**config.mk**
```make
export PLATFORM = sky130hd
export DESIGN_NAME = pc_ctrl
export DESIGN_NICKNAME = d
export VERILOG_FILES = /design/src/rtl/pc_ctrl.sv
export SDC_FILE = /design/constraint.sdc
export NUM_CORES = 1
export LEC_CHECK = 0
export CAP_MARGIN = 40
export CORE_UTILIZATION = 37
export CTS_BUF_LIST = sky130_fd_sc_hd__clkbuf_4 sky130_fd_sc_hd__clkbuf_8 sky130_fd_sc_hd__clkbuf_16
export DETAILED_ROUTE_END_ITERATION = 7
export HOLD_SLACK_MARGIN = 0.02
export PLACE_DENSITY = 0.87
export SYNTH_ARGS = -nofsm -noshare
export SYNTH_HDL_FRONTEND = slang
export SYNTH_SLANG_ARGS = --single-unit
```
**constraint.sdc**
```tcl
create_clock -name CLK -period 3.4 [get_ports CLK]
set_input_delay 1.02 -clock CLK [delete_from_list [all_inputs] [get_ports CLK]]
set_output_delay 1.02 -clock CLK [all_outputs]
set_load 0.01 [all_outputs]
```
**src/rtl/pc_ctrl.sv**
```systemverilog
`default_nettype none
// ============================================================================
// Module   : pc_ctrl
// Brief    : Fetch program-counter controller with jump/branch redirect FSM.
//            Optional misaligned-redirect trap enabled by macro PC_CTRL_TRAP_EN.
// Revision : 1.0 - initial release
// ============================================================================
module pc_ctrl #(
    parameter int unsigned         PC_WIDTH    = 32,
    parameter logic [PC_WIDTH-1:0] RESET_PC    = 32'h0040_0000,
    parameter logic [PC_WIDTH-1:0] TRAP_VECTOR = 32'h0040_0004
) (
    input  logic                CLK,
    input  logic                RST,
    input  logic                ENA,
    input  logic                STALL,
    input  logic                JMP_REQ,
    input  logic [PC_WIDTH-1:0] JMP_TARGET,
    input  logic                BR_REQ,
    input  logic [PC_WIDTH-1:0] BR_TARGET,
    input  logic                FETCH_READY,
    output logic                FETCH_VALID,
    output logic [PC_WIDTH-1:0] PC,
    output logic [PC_WIDTH-1:0] PC_NEXT,
    output logic [1:0]          STATE,
    output logic                TRAP
);

    typedef enum logic [1:0] {
        IDLE     = 2'd0,
        RUN      = 2'd1,
        HOLD     = 2'd2,
        REDIRECT = 2'd3
    } state_t;

    state_t              state_q, state_d;
    logic [PC_WIDTH-1:0] pc_q, pc_d;
    logic                w_active;
    logic                w_fire;
    logic                w_redirect;
    logic [PC_WIDTH-1:0] w_tgt_raw;
    logic [PC_WIDTH-1:0] w_redir_pc;

    assign w_active    = ENA && !STALL;
    assign FETCH_VALID = w_active && (state_q == RUN);
    assign w_fire      = FETCH_VALID && FETCH_READY;
    // Redirects are taken from RUN or HOLD independent of FETCH_READY.
    assign w_redirect  = w_active && ((state_q == RUN) || (state_q == HOLD))
                         && (JMP_REQ || BR_REQ);
    assign w_tgt_raw   = JMP_REQ ? JMP_TARGET : BR_TARGET;

`ifdef PC_CTRL_TRAP_EN
    logic w_misaligned;
    logic trap_q;

    assign w_misaligned = |w_tgt_raw[1:0];
    assign w_redir_pc   = w_misaligned ? TRAP_VECTOR : {w_tgt_raw[PC_WIDTH-1:2], 2'b00};
    assign TRAP         = trap_q;
`else
    logic unused_bits;

    assign w_redir_pc  = {w_tgt_raw[PC_WIDTH-1:2], 2'b00};
    assign TRAP        = 1'b0;
    assign unused_bits = ^{TRAP_VECTOR, w_tgt_raw[1:0]};
`endif

    always_comb begin
        state_d = state_q;
        pc_d    = pc_q;
        if (ENA) begin
            case (state_q)
                IDLE: state_d = RUN;
                RUN: begin
                    if (w_redirect) begin
                        state_d = REDIRECT;
                        pc_d    = w_redir_pc;
                    end else begin
                        if (w_fire) pc_d = pc_q + PC_WIDTH'(4);
                        if (STALL) state_d = HOLD;
                    end
                end
                HOLD: begin
                    if (w_redirect) begin
                        state_d = REDIRECT;
                        pc_d    = w_redir_pc;
                    end else if (!STALL) begin
                        state_d = RUN;
                    end
                end
                REDIRECT: state_d = STALL ? HOLD : RUN;
                default:  state_d = IDLE;
            endcase
        end
    end

    always_ff @(posedge CLK or posedge RST) begin
        if (RST) begin
            state_q <= IDLE;
            pc_q    <= RESET_PC;
`ifdef PC_CTRL_TRAP_EN
            trap_q  <= 1'b0;
`endif
        end else begin
            state_q <= state_d;
            pc_q    <= pc_d;
`ifdef PC_CTRL_TRAP_EN
            trap_q  <= w_redirect && w_misaligned;
`endif
        end
    end

    assign PC      = pc_q;
    assign PC_NEXT = pc_d;
    assign STATE   = state_q;

endmodule
`default_nettype wire

```
### After elaboration in Yosys (flattened, before gate mapping)

Index checks and enable logic that the tools add are counted.
W data, S select, Z words.

| operators by class | value |
|---|---|
| add/subtract/negate cells | 1 |
| equality and inequality tests | 5 |
| mux-type cells | 12 |
| reduce and logical (&&, ||, !) cells | 10 |

Operators by type and width:

| cell | count |
|---|---|
| $mux W32 | 5 |
| $pmux W32 S2 | 1 |
| $add A32 B3 Y32 const B | 1 |
| $mux W2 | 5 |
| $pmux W2 S4 | 1 |
| $ne A3 B3 Y1 const B | 2 |
| $logic_and A1 B1 Y1 | 5 |
| $eq A2 B2 Y1 const B | 2 |
| $reduce_and A3 Y1 | 1 |
| $eq A2 B1 Y1 const B | 1 |
| $logic_not A2 Y1 | 1 |
| $logic_or A1 B1 Y1 | 2 |
| $logic_not A1 Y1 | 1 |

| word-level totals | value |
|---|---|
| flip-flop bits (word level) | 34 |
| output and inout bits | 68 |
| logic and storage cells | 30 |

### Depth between registers and ports, before layout

Gate-level depths: netlist of run 1.

| logic depth | value |
|---|---|
| depth in word-level cells | 8 |
| mapped depth | 9 |
| gate-level depth less buffers | 7 |

### Least setup slack after synthesis of run 1

OpenSTA, ideal clock, no wires.

| timing path | value |
|---|---|
| path type | input-to-output |
| from | in STALL |
| to | out PC_NEXT[14] |
| data arrival time | 2.557 ns |
| setup slack | -0.177 ns |
| stages | 6 |
| path buffers | 1 |
| cells stage by stage | nand4b_4 -> or3_1 -> buf_2 -> or4_1 -> a211o_1 -> o311ai_1 |

| on the way | value |
|---|---|
| cells in the longest elaborated chain, start to end | 8 |
| elaborated cells on any way between the ends | 11 |

Ends and longest elaborated chain:

| what | line | source |
|---|---|---|
| start: declaration | 16 | `input logic STALL,` |
| $logic_not A1 Y1 * | -- |  |
| $logic_and A1 B1 Y1 * | 44 | `assign w_active = ENA && !STALL;` |
| $logic_and A1 B1 Y1 | 45 | `assign FETCH_VALID = w_active && (state_q == RUN);` |
| $logic_and A1 B1 Y1 | 46 | `assign w_fire = FETCH_VALID && FETCH_READY;` |
| $mux W32 | 78 | `if (w_fire) pc_d = pc_q + PC_WIDTH'(4);` |
| $mux W32 | 74 | `if (w_redirect) begin` |
| $pmux W32 S2 * | 71 | `case (state_q)` |
| $mux W32 * | 70 | `if (ENA) begin` |
| end: declaration | 24 | `output logic [PC_WIDTH-1:0] PC_NEXT,` |

Every way passes the cells marked *; elsewhere a longest branch is shown, timed or not.

### Worst setup path after layout of run 1

| timing path | value |
|---|---|
| from | in STALL |
| to | out PC_NEXT[29] |

The elaborated chain is that of the path after synthesis.

==> summary.txt, run 1 <==
Outcome
  – Status: finished, violations left
  – Failing checks: setup timing

Placement
  – Cell Area, Placed: 0.00492 mm²
  – Setup WS pre-CTS: -1.25 ns
  – PortBufs: 133
  – Placer's final routability congestion estimate: 0.928
  – Final HPWL DP: 9.03 mm

Synth
  – Cell taking the most area after synthesis: dfrtp_1
  – Post-Syn Area: 0.00280 mm²
  – Top-area cell type share of the netlist area: 0.295
  – Synth Instances: 345
  – Seq/Total Area, Yosys: 0.304
  – Ys Warns: 0
  – Syn_nets: 421
  – Synth top area cells: dfrtp_1 (29%), mux2i_1 (6.8%), o21ai_0 (4.8%), mux2_2 (4.8%), a21oi_1 (4.3%)
  – Top FF cell, synth: dfrtp_1
  – Fraction of registers with async set/reset: 1.00
  – Post-synthesis register bit count: 34
  – Yosys cell types: 54
  – Most frequent cell after synthesis: dfrtp_1
  – Mean Syn Cell Area: 8.13 µm²
  – Synth cell count leaders: dfrtp_1 (33), nand2_1 (29), nor2_1 (27), o21ai_0 (27), a21oi_1 (24)
  – EDFF count, synth: 0

Die
  – Core box area: 0.00729 mm²
  – Width of the die: 89.1 µm
  – Full die area: 0.00793 mm²
  – Starting Density: 0.385
  – Row count: 31
  – IO Count: 139
  – Die H: 89.1 µm

Clock network
  – Number of H-tree levels: 2
  – Num CTS Buffers: 5
  – Worst skew pair latency: 0.29 ns
  – Clk pin slew, worst setup/hold paths: 0.07 ns
  – Clk sinks: 34
  – Root Driver: clkbuf_8
  – Largest buffer count on any clock path: 2
  – TritonCTS clock tree: built

Global routing
  – Total GRT Usage: 0.346
  – Vias in the first global route: 4236
  – Pin count of the biggest net entering global routing: 35
  – Initial antenna violation count: 0
  – Gr ovfl total: 0
  – First-pass GRT wire length: 21.0 mm

STA
  – Setup violations, final: 28
  – Hold WS: 0.574 ns
  – Setup ws final: -0.544 ns
  – Final min period: 3.94 ns
  – RSZ-0062 raised after global routing: true
  – Max-slew violation count: 0
  – Max Freq: 0.254 GHz
  – Max-slew headroom: 0.666
  – Slew at the pin closest to its max-slew limit: 0.501 ns
  – Setup TNS: -6.86 ns
  – Final Cycle Share: 1.16
  – Max Clock Skew: 0.0115 ns
  – Final hold violation count: 0

Worst setup path
  – Startpoint Class: input pin
  – Critical Path End Type: output pin
  – Worst Path Required: 2.38 ns
  – Setup CP Type: in2out
  – WP data arrival: 2.92 ns
  – CP Max Fanout: 5

Routing
  – Antenna Nets Post-Route: 0
  – Router iterations before antenna repair: 5
  – Via count: 4689
  – Wire per inst: 24.1 µm
  – Initial drt markers: 512
  – Routed WL: 17.3 mm
  – Residual DRC: 0
  – Post-detailed-route via-to-cell ratio: 6.53

Final layout
  – Diode count: 0
  – Cell area after layout: 0.00619 mm²
  – Fraction of layout cells with a size suffix above 1: 0.507
  – Utilization after layout: 0.848
  – Fillcell total: 371
  – Area growth syn-to-layout: 121%
  – Fin nets: 694

Pwr
  – Max IR drop VDD: 493 µV
  – P_leak: 2.81 nW
  – Pwr per Cell Area: 750 mW/mm²

Min path
  – Hold Crit Class: reg2reg

Run
  – Max-cap check violation count: 0
==> area by class of cell <==
cell class | instances | area (µm²) | area share
clock buffer | 7 | 83.8 | 0.0135
tap | 99 | 124 | 0.0200
inverter | 9 | 37.5 | 0.00607
sequential | 34 | 852 | 0.138
timing repair buffer | 288 | 2520 | 0.407
clock inverter | 1 | 30.0 | 0.00485
multi-input combinational | 280 | 2540 | 0.411
==> final timing paths <==
kind	start	endpoint	slack, ns	cells past startpoint
min in group asynchronous	RST	PC[10]	1.13	3
max reg2reg	STATE[1]	PC[13]	0.24	19
max	STALL	PC_NEXT[29]	-0.54	10
min	PC[0]	PC[0]	0.57	1
max in group asynchronous	RST	PC[22]	1.89	3
min reg2reg	PC[0]	PC[0]	0.57	1
==> critical path: stages <==
cell and delay [ns]:
buf_8 0.11, and4b_2 0.30, nand4_1 0.18, buf_4 0.21, buf_6 0.12, buf_6 0.12
nor4_4 0.20, xnor2_1 0.10, o211ai_1 0.34, buf_2 0.22
==> cell usage in the layout (no fill, tap or decap), types with 6 or more instances in the layout <==
cell,n
buf_4,120
clkdlybuf4s50_1,95
buf_6,34
dfrtp_1,33
buf_2,30
nand2_1,23
mux2i_1,19
nor2_1,19
a21oi_1,13
mux2_2,11
a21oi_2,11
o21ai_2,10
o21ai_0,10
inv_1,8
nand4_1,8
nand3_1,8
nor4_4,8
xnor2_1,8
o211ai_1,7
and3_1,6
nor3_2,6
o21ai_1,6
==> metrics by stage <==
stage | total power, W | std cells
5_1_grt | 0.00477 | 718
4_1_cts | 0.00392 | 690
6_report | 0.00464 | 718
3_3_place_gp | 0.00326 | 649
3_5_place_dp | 0.00332 | 649
2_1_floorplan | 0.00177 | 345
==> what timing repair did <==
action	CTS	global route
resized for setup	222	113
hold buffers	0	0
cloned	0	1
endpoints found under the setup margin	33	33
pin swaps	31	48
setup buffers	34	34
==> logic make-up after synthesis <==
| logic type | synth area share |
|---|---|
| xor+xnor | 0.0250 |
| other cells | 0.00134 |
| fa+ha+maj | 0.0223 |
| buf+inv | 0.0451 |
| compound gates | 0.241 |
| simple gates | 0.246 |
| flops | 0.304 |
| mux | 0.116 |
==> power by group <==
part	switching (W)	internal, W
registers	0.000155	0.000557
clock network	0.000168	0.000236
logic	0.00187	0.00165
total	0.00219	0.00245
==> flip-flops by register name (all words and copies together), names as in the netlist <==
name / count
STATE: 2
PC: 32
==> per-layer routing <==
| layer | track usage | vias up | routed length (µm) |
|---|---|---|---|
| li1 | - | 1869 | - |
| met1 | 0.408 | 2171 | 5990 |
| met2 | 0.620 | 483 | 8160 |
| met3 | 0.0563 | 166 | 1780 |
| met4 | 0.153 | 0 | 1350 |
| met5 | 0 | - | 0 |
Power figures use the tool's default switching activity.
==> run 2: changes to the inputs <==
--- a/config.mk
+++ b/config.mk
@@ -5,12 +5,13 @@
 export SDC_FILE = /design/constraint.sdc
 export NUM_CORES = 1
 export LEC_CHECK = 0
+export ABC_AREA = 1
 export CAP_MARGIN = 40
-export CORE_UTILIZATION = 37
+export CORE_UTILIZATION = 40
 export CTS_BUF_LIST = sky130_fd_sc_hd__clkbuf_4 sky130_fd_sc_hd__clkbuf_8 sky130_fd_sc_hd__clkbuf_16
 export DETAILED_ROUTE_END_ITERATION = 7
 export HOLD_SLACK_MARGIN = 0.02
-export PLACE_DENSITY = 0.87
+export PLACE_DENSITY = 0.88
 export SYNTH_ARGS = -nofsm -noshare
 export SYNTH_HDL_FRONTEND = slang
 export SYNTH_SLANG_ARGS = --single-unit
==> run 2 against run 1 <==
Effect of this change:
- the flow still finishes with violations (setup timing)
- worst setup slack improved by 0.44 ns
- cell area decreased by 6.2%
- count of clock-buffer cells in the layout unchanged
- sequential cell count unchanged
- clock power decreased by 22%
- die area increased by 8.3%
- fmax increased by 13%
- global-route usage decreased by 3.5 points
- area after synthesis increased by 17%
- via count increased by 5.0%
- critical path depth increased by 2
==> summary.txt, run 2 <==
Final layout
  – Most common cell after layout, fill and taps aside: nand2_1
  – Non-filler instance count after layout: 873 (+22%)
  – Most frequent cells in the layout: nand2_1 (134), clkdlybuf4s50_1 (96), nor2_1 (75), buf_4 (65), inv_1 (61)
  – Max reg flops: 32 (unchanged)
  – Area growth syn-to-layout: 76.4%
  – Diode count: 0 (unchanged)
  – Fraction of layout cells with a size suffix above 1: 0.294 (-0.213)
  – Fin nets: 847 (+22%)

Worst setup path
  – Buf+Inv Stages, Crit Path: 6 (+1)
  – Critical Path End Type: output pin
  – Worst r2r path cells: 14 (-5)
  – Worst Path Required: 2.38 ns (about the same)
  – Most used cell, CP: buf_6
  – Critical R2R Capture: PC[25]
  – Family with the most delay on the worst path: buffers and inverters
  – Flop-to-flop setup slack: 1.16 ns (+0.92 ns)
  – CP Max Fanout: 7 (+2)
  – Worst-path cell chain: buf_8 > buf_6 > nand2_4 > nor3_4 > buf_6 > buf_8 > buf_6 > nor2_2 > nand3_1 > nand3_2 > a21oi_2 > buf_2
  – CP Launch Point: ENA
  – Startpoint Class: input pin
  – CP peak stage delay: 0.26 ns (-0.08 ns)
  – Crit path max-delay cell type: nor3_4
  – Worst flop-to-flop path startpoint: STATE[0]
  – WP data arrival: 2.48 ns (-0.44 ns)
  – Setup CP Type: in2out

Synth
  – Mean Syn Cell Area: 5.84 µm² (-28%)
  – Synth Instances: 563 (+63%)
  – Synth cell count leaders: nand2_1 (147), nor2_1 (85), inv_1 (66)
  – Most frequent cell after synthesis: nand2_1
  – Cell taking the most area after synthesis: dfrtp_1
  – Post-synthesis register bit count: 34 (unchanged)
  – Top-area cell type share of the netlist area: 0.251 (-0.0435)
  – Seq/Total Area, Yosys: 0.259 (-0.0448)
  – Ys Warns: 0 (unchanged)
  – Syn_nets: 639 (+52%)
  – Yosys cell types: 34 (-37%)
  – EDFF count, synth: 0 (unchanged)
  – Post-Syn Area: 0.00329 mm² (+17%)
  – Top FF cell, synth: dfrtp_1
  – Fraction of registers with async set/reset: 1.00 (unchanged)
  – Synth top area cells: dfrtp_1 (25%), nand2_1 (17%), nor2_1 (9.7%), nand3_1 (8.1%), inv_1 (7.5%)

Global routing
  – First-pass GRT wire length: 21.2 mm (+1.1%)
  – Gr ovfl total: 0 (unchanged)
  – Initial antenna violation count: 0 (unchanged)
  – Pin count of the biggest net entering global routing: 35 (unchanged)
  – Total GRT Usage: 0.310 (-0.0354)
  – Vias in the first global route: 4650 (+9.8%)

Pwr
  – P_leak: 2.77 nW (-1.6%)
  – Max IR drop VDD: 461 µV (-6.5%)
  – Pwr per Cell Area: 762 mW/mm² (+1.6%)

Clock network
  – Largest buffer count on any clock path: 2 (unchanged)
  – Number of H-tree levels: 2 (unchanged)
  – Clk pin slew, worst setup/hold paths: 0.07 ns (about the same)
  – Clk sinks: 34 (unchanged)
  – Worst skew pair latency: 0.30 ns (about the same)
  – Root Driver: clkbuf_8
  – TritonCTS clock tree: built
  – Num CTS Buffers: 5 (unchanged)

STA
  – Max Freq: 0.286 GHz (+13%)
  – Max-slew headroom: 0.561 (-0.105)
  – Setup ws final: -0.102 ns (+0.441 ns)
  – RSZ-0062 raised after global routing: true
  – Max Clock Skew: 0.0108 ns (-0.000658 ns)
  – Max-slew violation count: 0 (unchanged)
  – Slew at the pin closest to its max-slew limit: 0.658 ns (+0.157 ns)
  – Final Cycle Share: 1.03 (-0.130)
  – Hold WS: 0.509 ns (-0.0654 ns)
  – Setup TNS: -0.362 ns (+6.49 ns)
  – Final hold violation count: 0 (unchanged)
  – Final min period: 3.50 ns (-0.441 ns)
  – Setup violations, final: 11 (-61%)

Die
  – IO Count: 139 (unchanged)
  – Full die area: 0.00859 mm² (+8.3%)
  – Width of the die: 92.7 µm (+4.1%)
  – Core box area: 0.00785 mm² (+7.6%)
  – Row count: 32 (+3.2%)
  – Starting Density: 0.419 (+0.0346)
  – Die H: 92.7 µm (+4.1%)

Routing
  – Top Metal Used: met4
  – Via count: 4924 (+5.0%)
  – Routed WL: 14.5 mm (-16%)
  – Post-detailed-route via-to-cell ratio: 5.64 (-14%)
  – Initial drt markers: 430 (-16%)
  – Wire per inst: 16.6 µm (-31%)
  – Met3 wire len: 1.30 mm (-27%)
  – Met1 Routed Length: 5.70 mm (-4.9%)
  – Antenna Nets Post-Route: 0 (unchanged)
  – Met2 routed WL: 7.05 mm (-14%)
  – Router iterations before antenna repair: 5 (unchanged)
  – Residual DRC: 0 (unchanged)

Run
  – Max-cap check violation count: 0 (unchanged)

Min path
  – Sink of the worst hold path: PC[1]
  – Hold Crit Class: reg2reg
  – Hold_sp: PC[1]
  – Hold path cells: 2 (+1)

Placement
  – Final HPWL DP: 9.45 mm (+4.7%)
  – PortBufs: 133 (unchanged)
  – # placed instances: 834 (+29%)
  – Placer's final routability congestion estimate: 0.929 (about the same)

Outcome
  – Status: finished, violations left
  – Failing checks: setup timing
==> run 2: changes by cell type in the layout (fill, tap and decap cells not counted), moves of 10 or more <==
cell / change
buf_6: -10
buf_4: -55
a21oi_1: +15
nand2_1: +111
inv_1: +53
mux2i_1: -11
nand3_2: +17
nand3_1: +27
o21ai_1: +10
nor2_1: +56
mux2_2: -11
==> run 2: worst max-delay path by stage <==
| stage | to | cells after the start | slack, ns |
|---|---|---|---|
| 2_1_floorplan | PC_NEXT[23] | 8 | 0.24 |
| 3_3_place_gp | PC_NEXT[24] | 11 | -0.89 |
| 3_5_place_dp | PC_NEXT[22] | 11 | -0.90 |
| 4_1_cts | PC_NEXT[22] | 12 | -0.01 |
| 5_1_grt | PC_NEXT[24] | 14 | -0.15 |
| 6_report | PC_NEXT[24] | 12 | -0.10 |
==> run 2: what timing repair did <==
item | CTS | global route
setup buffers | 19 | 13
gates resized for setup | 203 | 80
hold buffers | 0 | 0
hold endpoints to repair | 0 | 0
setup endpoints to repair | 32 | 32
cloned | 0 | 1
pin swaps | 28 | 46
==> run 2: metal layers <==
metal,track usage,up-vias
li1,-,2253
met1,0.385,2311
met2,0.531,305
met3,0.0558,55
met4,0.121,0
met5,0,-
==> run 2: layout make-up <==
type / count / area [µm²]
flip-flops and latches: 34 / 852
repair buffers: 228 / 2080
fillers: 601 / 2050
inverters: 68 / 268
clock buffers: 7 / 83.8
well taps: 102 / 128
multi-input cells: 434 / 2390
==> run 2: kinds of logic after synthesis <==
group / share of synthesized area
XOR/XNOR: 0.00266
flip-flops: 0.259
buffers and inverters: 0.117
AO/OA/AOI/OAI: 0.157
AND/OR/NAND/NOR: 0.413
adder cells (fa/ha/maj): 0.0190
multiplexers: 0.0304
other: 0.00114
==> run 2: report_power, final <==
group	leakage [nW]	total [W]	switching, W	internal (W)
Clock	0.0452	0.000316	0.000159	0.000157
Combinational	2.30	0.00329	0.00180	0.00149
Sequential	0.428	0.000815	0.000234	0.000581
==> run 2: through the flow <==
stage	worst slack (ns)	total power, W	util	area (µm²)
2_1_floorplan	0.242	0.00219	-	3290
3_3_place_gp	-0.890	0.00361	0.655	5140
3_5_place_dp	-0.905	0.00369	0.655	5140
4_1_cts	-0.0121	0.00402	0.695	5460
5_1_grt	-0.148	0.00468	0.739	5800
6_report	-0.102	0.00442	0.739	5800
==> run 2: tightest hold or removal path: cells and delay by family, from the launching register on <==
kind	cells	cell delay, ns
buffers and inverters	1	0.05
DFF	1	0.38
and+or+nand+nor	1	0.04
==> run 3: changes to the inputs <==
--- a/config.mk
+++ b/config.mk
@@ -7,11 +7,12 @@
 export LEC_CHECK = 0
 export ABC_AREA = 1
 export CAP_MARGIN = 40
-export CORE_UTILIZATION = 40
+export CORE_UTILIZATION = 50
 export CTS_BUF_LIST = sky130_fd_sc_hd__clkbuf_4 sky130_fd_sc_hd__clkbuf_8 sky130_fd_sc_hd__clkbuf_16
 export DETAILED_ROUTE_END_ITERATION = 7
+export DONT_BUFFER_PORTS = 1
 export HOLD_SLACK_MARGIN = 0.02
-export PLACE_DENSITY = 0.88
+export PLACE_DENSITY = 0.77
 export SYNTH_ARGS = -nofsm -noshare
 export SYNTH_HDL_FRONTEND = slang
 export SYNTH_SLANG_ARGS = --single-unit
==> constraint.sdc (replaced) <==
create_clock -name CLK -period 3.4 [get_ports CLK]
set_input_delay 0.68 -clock CLK [delete_from_list [all_inputs] [get_ports CLK]]
set_output_delay 0.68 -clock CLK [all_outputs]
set_load 0.01 [all_outputs]
==> run 3 against run 2 <==
Effect of this change:
- the flow now finishes without violations
- worst setup slack gained 0.25 ns
- combinational power shrank 47%
- power shrank 32%
- fmax grew 7.7%
- global-route usage shrank 1.9 points
- count of clock-buffer cells in the layout is the same
- register-to-register slack lost 0.15 ns
- die area shrank 20%
- cell area shrank 40%
- critical endpoint is now PC_NEXT[2]
- highest routed layer unchanged
==> summary.txt, run 3 (synthesis gave the netlist of run 2 again) <==
Final layout
  – Fin nets: 633 (-25%)
  – Max reg flops: 32 (unchanged)
  – Non-filler instance count after layout: 635 (-27%)
  – Most common cell after layout, fill and taps aside: nand2_1
  – Area growth syn-to-layout: 6.31%
  – Most frequent cells in the layout: nand2_1 (147), nor2_1 (85), inv_1 (65), nand3_1 (53), a21oi_1 (45)
  – Diode count: 0 (unchanged)
  – Fraction of layout cells with a size suffix above 1: 0.0717 (-0.223)

STA
  – Slew at the pin closest to its max-slew limit: 0.700 ns (+0.0419 ns)
  – Max-slew headroom: 0.533 (-0.0279)
  – Max Clock Skew: 0.00469 ns (-0.00616 ns)
  – Final hold violation count: 0 (unchanged)
  – Max Freq: 0.307 GHz (+7.7%)
  – Setup violations, final: 0 (-11)
  – Max-slew violation count: 0 (unchanged)
  – Setup ws final: 0.147 ns (+0.249 ns)
  – Final Cycle Share: 0.957 (-0.0732)
  – Hold WS: 0.373 ns (-0.136 ns)
  – Final min period: 3.25 ns (-0.249 ns)
  – Setup TNS: 0 ns (+0.362 ns)

Worst setup path
  – Startpoint Class: flip-flop
  – Critical R2R Capture: PC[15]
  – Worst Path Required: 2.72 ns (+0.34 ns)
  – Critical Path End Type: output pin
  – CP Max Fanout: 25 (+18)
  – Worst r2r path cells: 7 (-7)
  – Worst flop-to-flop path startpoint: STATE[1]
  – Flop-to-flop setup slack: 1.01 ns (-0.15 ns)
  – Setup CP Type: reg2out
  – WP data arrival: 2.57 ns (+0.09 ns)

Clock network
  – Number of H-tree levels: 2 (unchanged)
  – Clk sinks: 34 (unchanged)
  – Largest buffer count on any clock path: 2 (unchanged)
  – Clk pin slew, worst setup/hold paths: 0.08 ns (about the same)
  – Root Driver: clkbuf_8
  – Num CTS Buffers: 5 (unchanged)
  – Worst skew pair latency: 0.29 ns (about the same)
  – Hold buffers post-CTS: 0 (unchanged)
  – TritonCTS clock tree: built

Die
  – Core box area: 0.00635 mm² (-19%)
  – Die H: 83.1 µm (-10%)
  – Row count: 29 (-9.4%)
  – Width of the die: 83.1 µm (-10%)
  – Full die area: 0.00691 mm² (-20%)
  – IO Count: 139 (unchanged)
  – Starting Density: 0.518 (+0.0989)

Placement
  – Final HPWL DP: 7.41 mm (-22%)
  – Setup WS pre-CTS: 0.418 ns (+1.32 ns)
  – # placed instances: 624 (-25%)
  – Placer's final routability congestion estimate: 0.922 (-0.78%)
  – PortBufs: 0 (-100%)

Pwr
  – P_leak: 1.68 nW (-39%)
  – Pwr per Cell Area: 863 mW/mm² (+13%)
  – Design Power: 0.00302 W (-32%)
  – Max IR drop VDD: 494 µV (+7.3%)

Routing
  – Routed WL: 10.1 mm (-30%)
  – Initial drt markers: 319 (-26%)
  – Wire per inst: 15.9 µm (-4.3%)
  – Post-detailed-route via-to-cell ratio: 5.82 (+3.2%)
  – Via count: 3696 (-25%)
  – Router iterations before antenna repair: 6 (+1)
  – Residual DRC: 0 (unchanged)
  – Antenna Nets Post-Route: 0 (unchanged)

Global routing
  – Pin count of the biggest net entering global routing: 38 (+8.6%)
  – Total GRT Usage: 0.291 (-0.0193)
  – Initial antenna violation count: 0 (unchanged)
  – Gr ovfl total: 0 (unchanged)
  – Vias in the first global route: 3331 (-28%)
  – First-pass GRT wire length: 16.4 mm (-23%)

Run
  – Max-cap check violation count: 0 (unchanged)

Outcome
  – Status: completed

Min path
  – Hold Crit Class: in2async
## run 3: changes by cell type in the layout (fill, tap and decap cells not counted), sizes merged
cell / delta
clkbuf: -3
clkdlybuf4s50: -96
dlygate4sd2: -2
inv: -1
clkinvlp: +1
clkinv: +1
buf: -113
## run 3: what timing repair did
| action | CTS | global route |
|---|---|---|
| endpoints found under the setup margin | 0 | 20 |
| buffers inserted | 0 | 3 |
| gates resized for setup | 0 | 7 |
## run 3: critical path, cell delays in order, from the launching register on
cell and delay, ns:
dfrtp_1 0.51, inv_1 0.11, ha_1 0.32, nand2_2 0.09, buf_4 0.24, nor2_1 0.32, inv_1 0.14, o31a_1 0.33
a21oi_2 0.22
## run 3: stage by stage
stage               instance area, µm²   util
floorplan                         3290      -
global placement                  3350  0.528
detailed placement                3350  0.528
CTS                               3450  0.543
global route                      3500  0.551
finish                            3500  0.551
## run 3: worst max-delay path by stage
stage,start,end,slack [ns],cells past startpoint
5_1_grt,STATE[0],PC_NEXT[20],-0.002,9
2_1_floorplan,STATE[1],PC_NEXT[23],0.74,10
3_3_place_gp,STATE[1],PC_NEXT[25],0.45,9
3_5_place_dp,STATE[1],PC_NEXT[25],0.42,9
4_1_cts,STATE[1],PC_NEXT[25],0.08,9
6_report,STATE[1],PC_NEXT[2],0.15,8
## run 3: final cells by class
cell class,instances,area (µm²)
fillers,610,2850
flip-flops and latches,34,852
repair buffers,14,125
clock inverters,1,5.00
well taps,77,96.3
inverters,68,259
clock buffers,7,90.1
multi-input cells,434,2070
## run 3: report_power, final
part           switching [W]  internal [W]  total (W)
Combinational        0.00116      0.000571    0.00173
Sequential          0.000370      0.000579   0.000950
Clock               0.000167      0.000172   0.000339
Total                0.00170       0.00132    0.00302
## run 3: routing by layer
metal	wire length, µm	track usage
met2	4680	0.469
met3	1070	0.0676
met1	4180	0.388
met4	152	0.0862
met5	0	0
